### src/rtl/sync_fifo_wr_arbiter_if.sv
// sync_fifo_wr_arbiter_if: handshake bundle between NUM_REQ sources, the write arbiter and a sync_fifo write port
//   i_valid/i_data/o_ready            per-source ready/valid, source k data at [k*DATA_WIDTH +: DATA_WIDTH]
//   o_fifo_valid_s/o_fifo_datain      write strobe and data towards the FIFO
//   i_fifo_ready_s/i_fifo_almostfull  FIFO not-full and almost-full feedback
//   o_grant/o_grant_idx/o_busy        registered grant, its binary index, GRANT-state flag
//   modport master: arbiter side; modport slave: sources/FIFO side
interface sync_fifo_wr_arbiter_if #(
    parameter int NUM_REQ    = 4,
    parameter int DATA_WIDTH = 8,
    parameter int IDX_WIDTH  = $clog2(NUM_REQ)
);
    logic [NUM_REQ-1:0]            i_valid;
    logic [NUM_REQ*DATA_WIDTH-1:0] i_data;
    logic [NUM_REQ-1:0]            o_ready;
    logic                          o_fifo_valid_s;
    logic [DATA_WIDTH-1:0]         o_fifo_datain;
    logic                          i_fifo_ready_s;
    logic                          i_fifo_almostfull;
    logic [NUM_REQ-1:0]            o_grant;
    logic [IDX_WIDTH-1:0]          o_grant_idx;
    logic                          o_busy;

    modport master (
        input  i_valid, i_data, i_fifo_ready_s, i_fifo_almostfull,
        output o_ready, o_fifo_valid_s, o_fifo_datain, o_grant, o_grant_idx, o_busy
    );

    modport slave (
        output i_valid, i_data, i_fifo_ready_s, i_fifo_almostfull,
        input  o_ready, o_fifo_valid_s, o_fifo_datain, o_grant, o_grant_idx, o_busy
    );
endinterface

### src/rtl/sync_fifo_wr_arbiter.sv
// sync_fifo_wr_arbiter: round-robin arbiter sharing one sync_fifo write port between NUM_REQ ready/valid sources
//   i_clk  clock
//   i_rst  synchronous reset, active high; forces every output to 0 while asserted
//   bus    sync_fifo_wr_arbiter_if.master (source handshakes, FIFO write port, grant status)
module sync_fifo_wr_arbiter #(
    parameter int NUM_REQ    = 4,
    parameter int DATA_WIDTH = 8,
    parameter int MAX_BURST  = 4,
    parameter int CNT_WIDTH  = $clog2(MAX_BURST + 1),
    parameter int IDX_WIDTH  = $clog2(NUM_REQ)
) (
    input logic                    i_clk,
    input logic                    i_rst,
    sync_fifo_wr_arbiter_if.master bus
);
    typedef enum logic {IDLE, GRANT} state_t;

    state_t                state_q, state_d;
    logic [NUM_REQ-1:0]    grant_q, grant_d;
    logic [IDX_WIDTH-1:0]  idx_q, idx_d, last_q, last_d, pick_idx;
    logic [CNT_WIDTH-1:0]  cnt_q, cnt_d;
    logic                  pick_found, in_grant, valid_g, beat, release_g;
    logic [DATA_WIDTH-1:0] src_data [NUM_REQ];
    int                    cand;

    for (genvar g = 0; g < NUM_REQ; g++) begin : g_slice
        assign src_data[g] = bus.i_data[g*DATA_WIDTH +: DATA_WIDTH];
    end

    // Search starts just after the last released source, so it ends up lowest priority.
    always_comb begin
        pick_found = 1'b0;
        pick_idx   = '0;
        cand       = 0;
        for (int k = 1; k <= NUM_REQ; k++) begin
            cand = (int'(last_q) + k) % NUM_REQ;
            if (!pick_found && bus.i_valid[IDX_WIDTH'(cand)]) begin
                pick_found = 1'b1;
                pick_idx   = IDX_WIDTH'(cand);
            end
        end
    end

    assign in_grant  = state_q == GRANT;
    assign valid_g   = bus.i_valid[idx_q];
    assign beat      = in_grant && valid_g && bus.i_fifo_ready_s;
    // Releasing on an idle source frees the port; almostfull limits each grant to one beat.
    assign release_g = in_grant && (!valid_g || (beat && (cnt_q == CNT_WIDTH'(MAX_BURST - 1) || bus.i_fifo_almostfull)));

    // o_ready depends only on the grant and FIFO space, never on i_valid.
    assign bus.o_ready        = (i_rst || !in_grant) ? '0 : grant_q & {NUM_REQ{bus.i_fifo_ready_s}};
    assign bus.o_fifo_valid_s = !i_rst && beat;
    assign bus.o_fifo_datain  = (i_rst || !in_grant) ? '0 : src_data[idx_q];
    assign bus.o_grant        = i_rst ? '0 : grant_q;
    assign bus.o_grant_idx    = i_rst ? '0 : idx_q;
    assign bus.o_busy         = !i_rst && in_grant;

    always_comb begin
        state_d = state_q;
        grant_d = grant_q;
        idx_d   = idx_q;
        cnt_d   = cnt_q;
        last_d  = last_q;
        if (!in_grant) begin
            if (pick_found) begin
                state_d = GRANT;
                idx_d   = pick_idx;
                grant_d = NUM_REQ'(1) << pick_idx;
                cnt_d   = '0;
            end
        end else if (release_g) begin
            state_d = IDLE;
            grant_d = '0;
            idx_d   = '0;
            cnt_d   = '0;
            last_d  = idx_q;
        end else if (beat) begin
            cnt_d = cnt_q + 1'b1;
        end
    end

    always_ff @(posedge i_clk) begin
        if (i_rst) begin
            state_q <= IDLE;
            grant_q <= '0;
            idx_q   <= '0;
            cnt_q   <= '0;
            last_q  <= IDX_WIDTH'(NUM_REQ - 1);
        end else begin
            state_q <= state_d;
            grant_q <= grant_d;
            idx_q   <= idx_d;
            cnt_q   <= cnt_d;
            last_q  <= last_d;
        end
    end
endmodule

### src/flat_wrapper.sv
// flat-port wrapper written by rule: the top's interface ports become plain ports
module sync_fifo_wr_arbiter_flat 
#(
    parameter int NUM_REQ    = 4,
    parameter int DATA_WIDTH = 8,
    parameter int MAX_BURST  = 4,
    parameter int CNT_WIDTH  = $clog2(MAX_BURST + 1),
    parameter int IDX_WIDTH  = $clog2(NUM_REQ)
)
  (i_clk, i_rst, bus_i_valid, bus_i_data, bus_i_fifo_ready_s, bus_i_fifo_almostfull, bus_o_ready, bus_o_fifo_valid_s, bus_o_fifo_datain, bus_o_grant, bus_o_grant_idx, bus_o_busy);
  sync_fifo_wr_arbiter_if #(.NUM_REQ(NUM_REQ), .DATA_WIDTH(DATA_WIDTH), .IDX_WIDTH(IDX_WIDTH)) bus_i ();
  input logic i_clk;
  input logic i_rst;
  input wire logic [$bits(bus_i.i_valid)-1:0] bus_i_valid;
  input wire logic [$bits(bus_i.i_data)-1:0] bus_i_data;
  input wire logic [$bits(bus_i.i_fifo_ready_s)-1:0] bus_i_fifo_ready_s;
  input wire logic [$bits(bus_i.i_fifo_almostfull)-1:0] bus_i_fifo_almostfull;
  output wire logic [$bits(bus_i.o_ready)-1:0] bus_o_ready;
  output wire logic [$bits(bus_i.o_fifo_valid_s)-1:0] bus_o_fifo_valid_s;
  output wire logic [$bits(bus_i.o_fifo_datain)-1:0] bus_o_fifo_datain;
  output wire logic [$bits(bus_i.o_grant)-1:0] bus_o_grant;
  output wire logic [$bits(bus_i.o_grant_idx)-1:0] bus_o_grant_idx;
  output wire logic [$bits(bus_i.o_busy)-1:0] bus_o_busy;
  assign bus_i.i_valid = bus_i_valid;
  assign bus_i.i_data = bus_i_data;
  assign bus_i.i_fifo_ready_s = bus_i_fifo_ready_s;
  assign bus_i.i_fifo_almostfull = bus_i_fifo_almostfull;
  assign bus_o_ready = bus_i.o_ready;
  assign bus_o_fifo_valid_s = bus_i.o_fifo_valid_s;
  assign bus_o_fifo_datain = bus_i.o_fifo_datain;
  assign bus_o_grant = bus_i.o_grant;
  assign bus_o_grant_idx = bus_i.o_grant_idx;
  assign bus_o_busy = bus_i.o_busy;
  sync_fifo_wr_arbiter #(.NUM_REQ(NUM_REQ), .DATA_WIDTH(DATA_WIDTH), .MAX_BURST(MAX_BURST), .CNT_WIDTH(CNT_WIDTH), .IDX_WIDTH(IDX_WIDTH)) u_core (.i_clk(i_clk), .i_rst(i_rst), .bus(bus_i));
endmodule
### config.mk
export PLATFORM = sky130hd
export DESIGN_NAME = sync_fifo_wr_arbiter_flat
export DESIGN_NICKNAME = d
export VERILOG_FILES = /design/src/rtl/sync_fifo_wr_arbiter_if.sv /design/src/rtl/sync_fifo_wr_arbiter.sv /design/src/flat_wrapper.sv
export SDC_FILE = /design/constraint.sdc
export NUM_CORES = 1
export LEC_CHECK = 0
export BUFFER_PORTS_ARGS = -buffer_cell sky130_fd_sc_hd__buf_2
export CORE_ASPECT_RATIO = 0.75
export CORE_MARGIN = 2
export CORE_UTILIZATION = 46
export CTS_BUF_LIST = sky130_fd_sc_hd__clkbuf_4 sky130_fd_sc_hd__clkbuf_8 sky130_fd_sc_hd__clkbuf_16
export DETAILED_ROUTE_END_ITERATION = 10
export PLACE_DENSITY_LB_ADDON = 0.2
export SYNTH_ARGS = -nofsm -noshare
export SYNTH_HDL_FRONTEND = slang
export SYNTH_SLANG_ARGS = --single-unit
### constraint.sdc
create_clock -name i_clk -period 3.6 [get_ports i_clk]
set_input_delay 0.36 -clock i_clk [delete_from_list [all_inputs] [get_ports i_clk]]
set_output_delay 0.36 -clock i_clk [all_outputs]
set_load 0.05 [all_outputs]
==> results_dict.tcl <==
set metrics [dict create \
    rows 14 \
    rsz0062_at_grt "false" \
    htreeDepth 1 \
    post_cts_buffers 0 \
    initial_core_util_pct 48.7 \
    dp_hpwl_um 2040 \
    num-nets-final 207 \
    max_freq_ghz 0.411 \
    synthesis.area_um2 972 \
    slew_viol_final 0 \
    io_buffers 59 \
    cp_data_arrival_time_ns 2.08 \
    synth_seq_cells 12 \
    path_class "reg -> out" \
    layout-drive-gt1-share_pct 47.0 \
    grt_max_degree 17 \
    r2r_cells 3 \
    post-route-min-period_ns 2.44 \
    final_util_pct 65.5 \
    setup_ws_ns 1.16 \
    synth-warning-count 0 \
    async_flop_share_pct 0 \
    r2r-start "u_core.idx_q[0]" \
    hp-class "in -> reg" \
    yosysSeqAreaShare_pct 24.7 \
    clk_latency_ns 0.28 \
    cts_tree "done" \
    setup_violations 0 \
    maxCapViolCount 0 \
    fillerInstances 179 \
    relSlewSlack_pct 59.1 \
    synth_cell_types 33 \
    grt_pass1_wl_um 3920 \
    hp-start "i_rst" \
    core_region_area_um2 2000 \
    synthTopCellsByArea "dfxtp_1 (25%), mux4_2 (21%), and2_1 (5.8%), nand2b_1 (4.5%), nand2_1 (3.5%)" \
    grt_overflow 0 \
    via_count 1019 \
    wirelength_um 2500 \
    r2r_end "u_core.idx_q[1]" \
    synthFlopType "dfxtp_1" \
    drtAntennaViolNets 0 \
    track_usage_pct 20.3 \
    die_h_um 43.8 \
    viasPerCell 5.42 \
    peakVddDrop_mv 0.250 \
    antenna_found_initial 0 \
    hold_end "u_core.last_q[0]" \
    n_antenna_cell 0 \
    r2r_slack_ns 1.53 \
    holdPathStages 3 \
    leakage_uw 0.000639 \
    synth_top_area_share_pct 24.7 \
    powerDensity_nw_per_um2 327 \
    cts-root-buf "clkbuf_4" \
    syn_nets 149 \
    status "finished clean" \
    synth_area_per_cell_um2 9.09 \
    finalHoldViolCount 0 \
    dp_slack_ns 1.44 \
    final.period_utilization_pct 67.6 \
    wl_per_cell_um 13.3 \
    synth_edf_count 0 \
    die_width_um 57.1 \
    worst_ep_required_time_ns 3.24 \
    setup_tns_ns 0 \
    dieArea_um2 2500 \
    cts_resized 0 \
    crit_path_start_kind "register" \
    yosys.area.top_type "dfxtp_1" \
    holdBufCountCts 0 \
    end_kind "output port" \
    boundaryPins 60 \
    critPathMaxFanout 11 \
    worst_pin_slew_ns 0.612 \
    area.growth.synth_to_final_pct 34.6 \
    cts_num_sinks 12 \
    hold_ws_ns 0.466 \
    clkTransAtPathRegs_ns 0.07 \
    drt_iter0_markers 21 \
    dr.pass1.iters 4 \
    cts_inserted_buffers 3 \
    clock-skew-final_ns 0.00156 \
    first_global_vias 929 \
    drcViolationCount 0 \
    gp_congestion 0.758 \
    synthesis.instances 107 \
    cts_max_path_buffers 2 \
]
## registers in the layout (all words and copies together) (netlist names)
name and cells:
u_core.cnt_q 3, u_core.grant_q 4, u_core.idx_q 2, u_core.in_grant 1, u_core.last_q 2
## metrics by stage
stage                     area, µm²  power (µW)  instances
after floorplan                 972         277        107
after global placement         1270         319        184
after detailed placement       1270         323        184
after CTS                      1310         430        188
after global routing           1310         450        188
final                          1310         428        188
## worst max-delay path by stage
stage	startpoint	slack, ns	depth (start not counted)	to
3_3_place_gp	u_core.idx_q[0]	1.46	3	bus_o_fifo_valid_s
3_5_place_dp	u_core.idx_q[0]	1.44	3	bus_o_fifo_valid_s
4_1_cts	u_core.idx_q[0]	1.13	3	bus_o_fifo_valid_s
2_1_floorplan	u_core.in_grant	1.38	4	bus_o_fifo_valid_s
5_1_grt	u_core.idx_q[0]	1.05	3	bus_o_fifo_valid_s
6_report	u_core.idx_q[0]	1.16	3	bus_o_fifo_valid_s
## synth_stat cells (2+ instances only)
| cell | n |
|---|---|
| a21oi_1 | 3 |
| a31oi_1 | 2 |
| a32o_1 | 2 |
| and2_1 | 9 |
| and3_1 | 3 |
| buf_2 | 2 |
| clkbuf_1 | 3 |
| dfxtp_1 | 12 |
| ha_1 | 2 |
| inv_1 | 7 |
| mux2_2 | 2 |
| mux4_2 | 9 |
| nand2_1 | 9 |
| nand2b_1 | 7 |
| nand3b_1 | 2 |
| nor2_1 | 6 |
| nor2b_1 | 4 |
| o211ai_1 | 2 |
| o21ai_0 | 3 |
| o22ai_1 | 3 |
| o32ai_1 | 3 |
## per-layer routing
layer | vias to the layer above | global-route usage (%) | part of all wire, %
met5 | - | 0 | 0
met4 | 0 | 6.51 | 1.0
met3 | 5 | 5.67 | 6.6
met2 | 34 | 35.6 | 52
met1 | 465 | 24.4 | 40
li1 | 515 | - | -
## cell type report
type	count	area, µm²	area share, %
Multi-Input combinational cell	82	681	52.0
Inverter	7	26.3	2.01
Sequential cell	12	240	18.4
Clock buffer	4	36.3	2.77
Timing Repair Buffer	59	295	22.6
Tap cell	24	30.0	2.29
## cell families (layout without fill, tap and decap cells)
family | after synthesis | after routing | synth area share, %
adders and majority gates | 2 | 2 | 2.57
and+or+nand+nor | 44 | 44 | 25.1
DFF | 12 | 12 | 24.7
buffers and inverters | 13 | 70 | 5.28
AOI/OAI and AO/OA | 24 | 24 | 18.1
muxes | 12 | 12 | 24.2
## layout by cell type (no fill, tap or decap), types with 2 or more instances in the layout
cell type and count:
dfxtp_1 12, o211ai_1 2, a32o_1 2, nor2_1 6
mux2_2 2, a21oi_1 3, ha_1 2, o21ai_0 3
nor2b_1 4, nand3b_1 2, mux4_2 9, and2_1 9
clkbuf_4 3, inv_1 7, o32ai_1 3, nand2b_1 7
o22ai_1 3, nand2_1 9, a31oi_1 2, and3_1 3
buf_2 59
## power by group
group	internal [µW]	switching [µW]	total [µW]
logic	71.0	86.8	158
registers	143	19.2	162
clock network	61.6	45.8	107
## worst max-delay path, stage by stage (launching register included)
cell and delay [ns]:
dfxtp_1 0.72, mux4_2 0.66, and3_1 0.21, buf_2 0.20
Power figures use the tool's default switching activity.
